**src/rtl/product_accumulator_if.sv**
```systemverilog
// Handshake bundle between the multiplier wrapper, the product accumulator and
// its result consumer: run control, product stream in, result out.
interface product_accumulator_if #(
    parameter int IN_W  = 64,
    parameter int ACC_W = 80,
    parameter int CNT_W = 16
) ();
    logic             start;
    logic [CNT_W-1:0] len;
    logic             busy;
    logic             in_valid;
    logic             in_ready;
    logic [IN_W-1:0]  in_data;
    logic             out_valid;
    logic             out_ready;
    logic [ACC_W-1:0] out_sum;
    logic [CNT_W-1:0] out_count;
    logic             out_sat;

    modport master (
        output start, len, in_valid, in_data, out_ready,
        input  busy, in_ready, out_valid, out_sum, out_count, out_sat
    );

    modport slave (
        input  start, len, in_valid, in_data, out_ready,
        output busy, in_ready, out_valid, out_sum, out_count, out_sat
    );
endinterface

```
**src/rtl/product_accumulator.sv**
```systemverilog
// Sums a programmed number of signed products into a saturating accumulator
// and returns sum, beat count and sticky saturation over a valid/ready port.
module product_accumulator #(
    parameter int IN_W  = 64,
    parameter int ACC_W = 80,
    parameter int CNT_W = 16
) (
    input  logic                  clk,
    input  logic                  rst,
    product_accumulator_if.slave  bus
);

    typedef enum logic [1:0] {
        IDLE  = 2'd0,
        ACCUM = 2'd1,
        HOLD  = 2'd2
    } state_t;

    localparam logic [ACC_W-1:0] ACC_MAX = {1'b0, {(ACC_W-1){1'b1}}};
    localparam logic [ACC_W-1:0] ACC_MIN = {1'b1, {(ACC_W-1){1'b0}}};

    state_t           state, state_next;
    logic [ACC_W-1:0] acc, acc_next;
    logic [CNT_W-1:0] cnt, cnt_inc, len_q;
    logic             sat, sat_next;
    logic [ACC_W:0]   sum_wide;
    logic             ovf, beat, last;

    // One guard bit above the accumulator: overflow shows as top two bits differing.
    assign sum_wide = {acc[ACC_W-1], acc}
                    + {{(ACC_W+1-IN_W){bus.in_data[IN_W-1]}}, bus.in_data};
    assign ovf      = sum_wide[ACC_W] ^ sum_wide[ACC_W-1];
    assign acc_next = ovf ? (sum_wide[ACC_W] ? ACC_MIN : ACC_MAX) : sum_wide[ACC_W-1:0];
    assign sat_next = sat | ovf;
    assign cnt_inc  = cnt + CNT_W'(1);
    assign beat     = bus.in_valid && (state == ACCUM);
    assign last     = beat && (cnt_inc == len_q);

    // NOTE: sequential state uses non-blocking (<=) so every register samples
    // pre-edge values; blocking here would create order-dependent races.
    always_ff @(posedge clk or negedge rst) begin
        if (!rst) state <= IDLE;
        else      state <= state_next;
    end

    // NOTE: every output of this block gets a default first, so no path
    // through the case statement leaves a signal unassigned (no latches).
    always_comb begin
        state_next    = state;
        bus.busy      = 1'b0;
        bus.in_ready  = 1'b0;
        bus.out_valid = 1'b0;
        case (state)
            IDLE: begin
                if (bus.start) state_next = (bus.len == '0) ? HOLD : ACCUM;
            end
            ACCUM: begin
                bus.busy     = 1'b1;
                bus.in_ready = 1'b1;
                if (last) state_next = HOLD;
            end
            HOLD: begin
                bus.busy      = 1'b1;
                bus.out_valid = 1'b1;
                if (bus.out_ready) state_next = IDLE;
            end
            default: state_next = IDLE;
        endcase
    end

    // NOTE: the datapath and result registers are reset as well, so a run
    // aborted by reset leaves zeros on out_sum/out_count instead of stale data.
    always_ff @(posedge clk or negedge rst) begin
        if (!rst) begin
            acc           <= '0;
            cnt           <= '0;
            len_q         <= '0;
            sat           <= 1'b0;
            bus.out_sum   <= '0;
            bus.out_count <= '0;
            bus.out_sat   <= 1'b0;
        end else if (state == IDLE && bus.start) begin
            len_q <= bus.len;
            acc   <= '0;
            cnt   <= '0;
            sat   <= 1'b0;
            if (bus.len == '0) begin
                bus.out_sum   <= '0;
                bus.out_count <= '0;
                bus.out_sat   <= 1'b0;
            end
        end else if (beat) begin
            acc <= acc_next;
            cnt <= cnt_inc;
            sat <= sat_next;
            if (last) begin
                bus.out_sum   <= acc_next;
                bus.out_count <= cnt_inc;
                bus.out_sat   <= sat_next;
            end
        end
    end

endmodule

```
**src/flat_wrapper.sv**
```systemverilog
// flat-port wrapper written by rule: the top's interface ports become plain ports
module product_accumulator_flat 
#(
    parameter int IN_W  = 64,
    parameter int ACC_W = 80,
    parameter int CNT_W = 16
)
  (clk, rst, bus_start, bus_len, bus_in_valid, bus_in_data, bus_out_ready, bus_busy, bus_in_ready, bus_out_valid, bus_out_sum, bus_out_count, bus_out_sat);
  product_accumulator_if #(.IN_W(IN_W), .ACC_W(ACC_W), .CNT_W(CNT_W)) bus_i ();
  input  logic clk;
  input  logic rst;
  input wire logic [$bits(bus_i.start)-1:0] bus_start;
  input wire logic [$bits(bus_i.len)-1:0] bus_len;
  input wire logic [$bits(bus_i.in_valid)-1:0] bus_in_valid;
  input wire logic [$bits(bus_i.in_data)-1:0] bus_in_data;
  input wire logic [$bits(bus_i.out_ready)-1:0] bus_out_ready;
  output wire logic [$bits(bus_i.busy)-1:0] bus_busy;
  output wire logic [$bits(bus_i.in_ready)-1:0] bus_in_ready;
  output wire logic [$bits(bus_i.out_valid)-1:0] bus_out_valid;
  output wire logic [$bits(bus_i.out_sum)-1:0] bus_out_sum;
  output wire logic [$bits(bus_i.out_count)-1:0] bus_out_count;
  output wire logic [$bits(bus_i.out_sat)-1:0] bus_out_sat;
  assign bus_i.start = bus_start;
  assign bus_i.len = bus_len;
  assign bus_i.in_valid = bus_in_valid;
  assign bus_i.in_data = bus_in_data;
  assign bus_i.out_ready = bus_out_ready;
  assign bus_busy = bus_i.busy;
  assign bus_in_ready = bus_i.in_ready;
  assign bus_out_valid = bus_i.out_valid;
  assign bus_out_sum = bus_i.out_sum;
  assign bus_out_count = bus_i.out_count;
  assign bus_out_sat = bus_i.out_sat;
  product_accumulator #(.IN_W(IN_W), .ACC_W(ACC_W), .CNT_W(CNT_W)) u_core (.clk(clk), .rst(rst), .bus(bus_i));
endmodule
```
**config.mk**
```make
export PLATFORM = sky130hd
export DESIGN_NAME = product_accumulator_flat
export DESIGN_NICKNAME = d
export VERILOG_FILES = /design/src/rtl/product_accumulator_if.sv /design/src/rtl/product_accumulator.sv /design/src/flat_wrapper.sv
export SDC_FILE = /design/constraint.sdc
export NUM_CORES = 1
export LEC_CHECK = 0
export ABC_AREA = 1
export BUFFER_PORTS_ARGS = -buffer_cell sky130_fd_sc_hd__buf_2
export CELL_PAD_IN_SITES_DETAIL_PLACEMENT = 1
export CELL_PAD_IN_SITES_GLOBAL_PLACEMENT = 2
export CORE_ASPECT_RATIO = 0.8
export CORE_MARGIN = 2
export CORE_UTILIZATION = 30
export CTS_CLUSTER_SIZE = 30
export DETAILED_ROUTE_END_ITERATION = 8
export PLACE_DENSITY_LB_ADDON = 0.1
export SETUP_SLACK_MARGIN = 0.2
export SLEW_MARGIN = 20
export SYNTH_ARGS = -nofsm -noshare
export SYNTH_HDL_FRONTEND = slang
export SYNTH_SLANG_ARGS = --single-unit
```
**constraint.sdc**
```tcl
create_clock -name clk -period 2.7 [get_ports clk]
set_input_delay 0 -clock clk [delete_from_list [all_inputs] [get_ports clk]]
set_output_delay 0 -clock clk [all_outputs]
set_load 0.03 [all_outputs]
```
* After elaboration in Yosys (flattened, before gate mapping)
Index checks and enable logic that the tools add are counted.
Word-level totals: flip-flop bits (word level) 212, bits in latches 0, RAM bits 0, ROM bits 0, output and inout bits 100, word-level logic and storage cells 57, memories kept 0
Cells by class: add/subtract/negate cells 2, $mul 0, divide/modulo/power cells 0, order comparisons 0, eq/ne operators 7, shift operators 0, muxes and demuxes 28, bitwise operators 2, reductions and logical operators 10
Operators by type and width (number):
- two-way mux 80 bit | 8
- two-way mux 16 bit | 6
- adder 80 x 64 -> 81 bit | 1
- adder 16 x 1 -> 16 bit (second input constant) | 1
- equality test 16 bit | 1
- zero test 16 bit | 1
- two-way mux 1 bit | 9
- two-way mux 2 bit | 4
- one-hot mux 2 bit (3 select lines) | 1
- AND reduction 3 bit | 2
- inequality test 2 x 1 -> 1 bit (second input constant) | 2
- inequality test 2 bit (second input constant) | 2
- nonzero test 2 bit | 2
- logical AND 1 bit | 3
- equality test 2 x 1 -> 1 bit (second input constant) | 1
- equality test 2 bit (second input constant) | 1
- zero test 2 bit | 1
- OR reduction 2 bit | 1
- OR 1 bit | 1
- bitwise XOR 1 bit | 1

* Depth between registers and ports, before layout
depth after elaboration 6, depth in mapped cells 21

* Worst setup path before layout
Ideal clock, no wire load.
path kind register to register, start point reg u_core.acc[0], end point reg u_core.acc[1], arrival 2.483 ns, required time 2.582 ns, setup slack 0.099 ns, cell stages (with the launch flop) 20, path buffers 1, cells stage by stage dfrtp_1 -> ha_1 -> fa_1 -> nand3_1 -> nand2_1 -> nand2_1 -> nand2_2 -> nand2_1 -> nand2_2 -> nand2_1 -> nand3_2 -> nand2_1 -> nand2_1 -> nand2_1 -> nand2_2 -> nand2_1 -> buf_2 -> nand3_1 -> nand3_1 -> nand2_1
On the way: word-level cells in the longest chain between the ends 5, elaborated cells between the ends (all ways) 6, classes of those cells add/sub: 1; mux: 4; bitwise: 1
RTL lines:
- start: declaration | RTL line product_accumulator.sv:23 | logic [ACC_W-1:0] acc, acc_next;
- start signal: assignment | RTL line product_accumulator.sv:93 | acc <= acc_next;
- adder 80 x 64 -> 81 bit (*) | RTL line product_accumulator.sv:31 | + {{(ACC_W+1-IN_W){bus.in_data[IN_W-1]}}, bus.in_data};
- two-way mux 80 bit / bitwise XOR 1 bit (equally long branches) | RTL line product_accumulator.sv:33, product_accumulator.sv:32
- two-way mux 80 bit (*) | RTL line product_accumulator.sv:33 | assign acc_next = ovf ? (sum_wide[ACC_W] ? ACC_MIN : ACC_MAX) : sum_wide[ACC_W-1:0];
- two-way mux 80 bit (*) | RTL line product_accumulator.sv:92 | end else if (beat) begin
- two-way mux 80 bit (*) | RTL line product_accumulator.sv:82 | end else if (state == IDLE && bus.start) begin
Mark *: on every way between the ends. The rest lies on a longest branch, timed or not. The select of a mux whose other input is x is not followed. A chain may end at the register's enable or synchronous reset.

* Worst setup path after layout
start point reg u_core.acc[43], end point reg u_core.acc[8]
The elaborated chain is that of the path after synthesis.

==> run summary <==
Outcome = finished with violations
Sw frac = 49.79%
DRT Pass-1 Iters = 7
Clock Root Buffer = clkbuf_16
Setup ws final = -0.2631 ns
Worst r2r src = u_core.acc[43]
Met1 Resource Use GR = 43.55%
CP Launch Type = flip-flop
Clk buf depth = 3
Post-synth EDFFs = 0
Final slew viol count = 0
CTS Buf Count = 24
Peak supply drop = 0.8001 mV
Final worst path period need = 2.963 ns
CP top delay family = simple AND/OR/NAND/NOR gates
Crit. End Element = flip-flop
TNS Setup = -31.33 ns
Post-synth top area cell = dfrtp_1
DR WL/cell = 21.33 um
Place WS = -0.4246 ns
H-tree Lvls = 1
Final Cycle Share = 109.7%
Top Usage Layer GRT = met2
Gate power share = 76.1%
Total track usage = 29.20%
Synth Flop Type = dfrtp_1
Die Y = 213.2 um
GRT met2 Usage = 45.75%
DR vias = 20080
Worst Setup SP = u_core.acc[43]
Core box area = 53920 um2
Layout Area Growth over Synthesis = 64.67%
Cells after Synth = 2554
Internal = 19120 uW
Seq cells post-synth = 212
Worst hold slack = -0.009528 ns
Ys async rst share = 100.0%
Boundary pin count = 185
Clock share of power = 9.3%
Post-DRT Antenna Nets = 0
Final setup viols = 173
Top-count cell post-synth = nand2_1
Num rows = 76
Crit path kind = reg2reg
Leakage = 0.01385 uW
Synth warn = 0
Post-synthesis cell type count = 42
Crit path largest cell delay = 0.39 ns
CP Cell Sequence = ha_1 > a21oi_1 > nand2_1 > nand2_1 > nand2_1 > a21oi_2 > nand3_2 > nand2_2 > nand2_1 > nand2_1 > nand2_2 > buf_6 > a21oi_4 > buf_8 > buf_6 > buf_16 > buf_8 > nand3_1 > nand2_1
Rel. slew slack = 38.01%
First-pass GRT wire length = 125.8 mm
Port buffer count = 184
Syn_nets = 2724
Drt initial violations = 1292
RePlAce Congestion = 0.9352
Synth top area share = 32.32%
Final instance area = 27030 um2
Fin. Hold Viols = 18
Die W = 265.5 um
Syn Area/Cell = 6.426 um2
Crit-path max FO = 8
Starting Density = 30.44%
Clock transition at path regs = 0.06 ns
Max-Cap Viols = 0
Slowest cell on crit path = dfrtp_1
Total gr overflow = 0
Fmax = 0.3375 GHz
Failing checks = hold timing, setup timing
Post-DR vias/cell = 4.916
Sequential area share after synthesis = 32.32%
Mapped Area = 16410 um2
Crit path DAT = 3.49 ns
Antenna Cells = 0
NetSw = 18960 uW
Clk_skew = 0.02570 ns
Clock Latency Late Sink = 0.60 ns
Unrepaired setup endpoints after global routing = true
Slew @ Worst Pin = 0.9299 ns
Met3 Use GR = 2.918%
Synth cell count leaders = 967 x nand2_1, 319 x nand3_1, 257 x inv_1
Die area = 56600 um2
Clock sinks = 212
Worst hold path class = in2async
Nets = 3536
CP most frequent cell = nand2_1
Final HPWL DP = 64.34 mm
Final wirelength = 87.13 mm
CTS tree = done
Largest net degree at the start of global routing = 82
Via count of the first global-routing pass = 20820
Initial antenna violation count = 0
Remaining DRCs = 0
Post-DP Area = 22260 um2
Share of layout cells above drive strength 1 = 38.10%
Register share of total power = 14.6%
Critical Path RT = 3.23 ns
Pwr Density = 1409 nW/um2
Worst Path Buf+Inv = 5
Largest cells by area after synthesis = dfrtp_1 32%, nand2_1 22%, nand3_1 9.7%
-- per-stage QoR --
step,std cells,hold WS (ns),total power [uW],utilization (%)
finish,4085,-0.009528,38080,50.13
detailed placement,3922,0.02364,27320,41.28
CTS,4057,0.00009642,35270,47.21
floorplan,2554,-0.2956,16790,-
global placement,3922,0.01266,26900,41.28
global route,4085,0.03567,40420,50.13
-- power by group through the flow --
stage	clock, uW	sequential [uW]	combinational [uW]
finish	3560	5560	29000
global route	3760	5690	31000
CTS	3640	5420	26200
detailed placement	0	5360	22000
global placement	0	5330	21600
floorplan	0	6190	10600
-- placed cells by master (no fill, tap or decap), types with 18 or more instances in the layout --
cell type      instances
a21oi_1               65
a21oi_2               33
buf_12                25
buf_2                183
buf_4                554
buf_6                 21
buf_8                 20
clkbuf_16             30
dfrtp_1              211
dlygate4sd3_1         35
ha_1                  18
ha_4                  59
inv_1                254
nand2_1              873
nand2_2               95
nand3_1              191
nand3_2              109
nand3_4               21
nand3b_1              24
nand4_1               24
nor2_1               182
nor2_2                36
o21ai_0               65
o21bai_1              31
xnor2_1               37
-- flip-flops by register name (all words and copies together), names as in the netlist --
register,cells
u_core.acc,80
u_core.state,2
u_core.bus.out_sat,1
u_core.bus.out_count,16
u_core.len_q,16
u_core.sat,1
u_core.bus.out_sum,80
u_core.cnt,16
-- final timing paths --
path	endpoint	slack, ns	depth (start not counted)
worst max-delay path	u_core.acc[8]	-0.26	19
worst min-delay path	u_core.bus.out_sum[40]	-0.01	2
worst max register to register	u_core.acc[8]	-0.26	19
worst min register to register	u_core.bus.out_sum[17]	0.47	2
max in group asynchronous	u_core.bus.out_sum[32]	1.75	3
min in group clk	u_core.bus.out_sum[32]	0.02	6
-- layer usage --
metal | wire, um | share of wire (%)
met5 | 0 | 0
met1 | 43740 | 50
met4 | 2172 | 2.5
met2 | 37740 | 43
met3 | 3474 | 4.0
-- kinds of logic after synthesis --
kind of cell,count (synthesis),synth area share (%)
AND/OR/NAND/NOR,1614,41.14
buffers and inverters,346,8.615
AO/OA/AOI/OAI,242,8.379
flip-flops,212,32.32
adder cells (fa/ha/maj),85,6.526
XOR/XNOR,55,3.019
-- timing repair --
item	4_1_cts	5_1_grt
endpoints found under the setup margin	179	180
setup buffers	42	20
hold buffers	35	0
endpoints found under the hold margin	245	0
gates cloned	15	8
gates resized for setup	260	257
pin swaps	97	107
-- final cells by class --
type	count	area, um2
inverter	272	1022
fill	6806	26890
sequential	212	5306
clock buffer	36	725.7
timing repair buffer	859	7030
multi-input combinational	1997	11950
clock inverter	7	110.1
tap	702	878.3
Power figures use the tool's default switching activity.
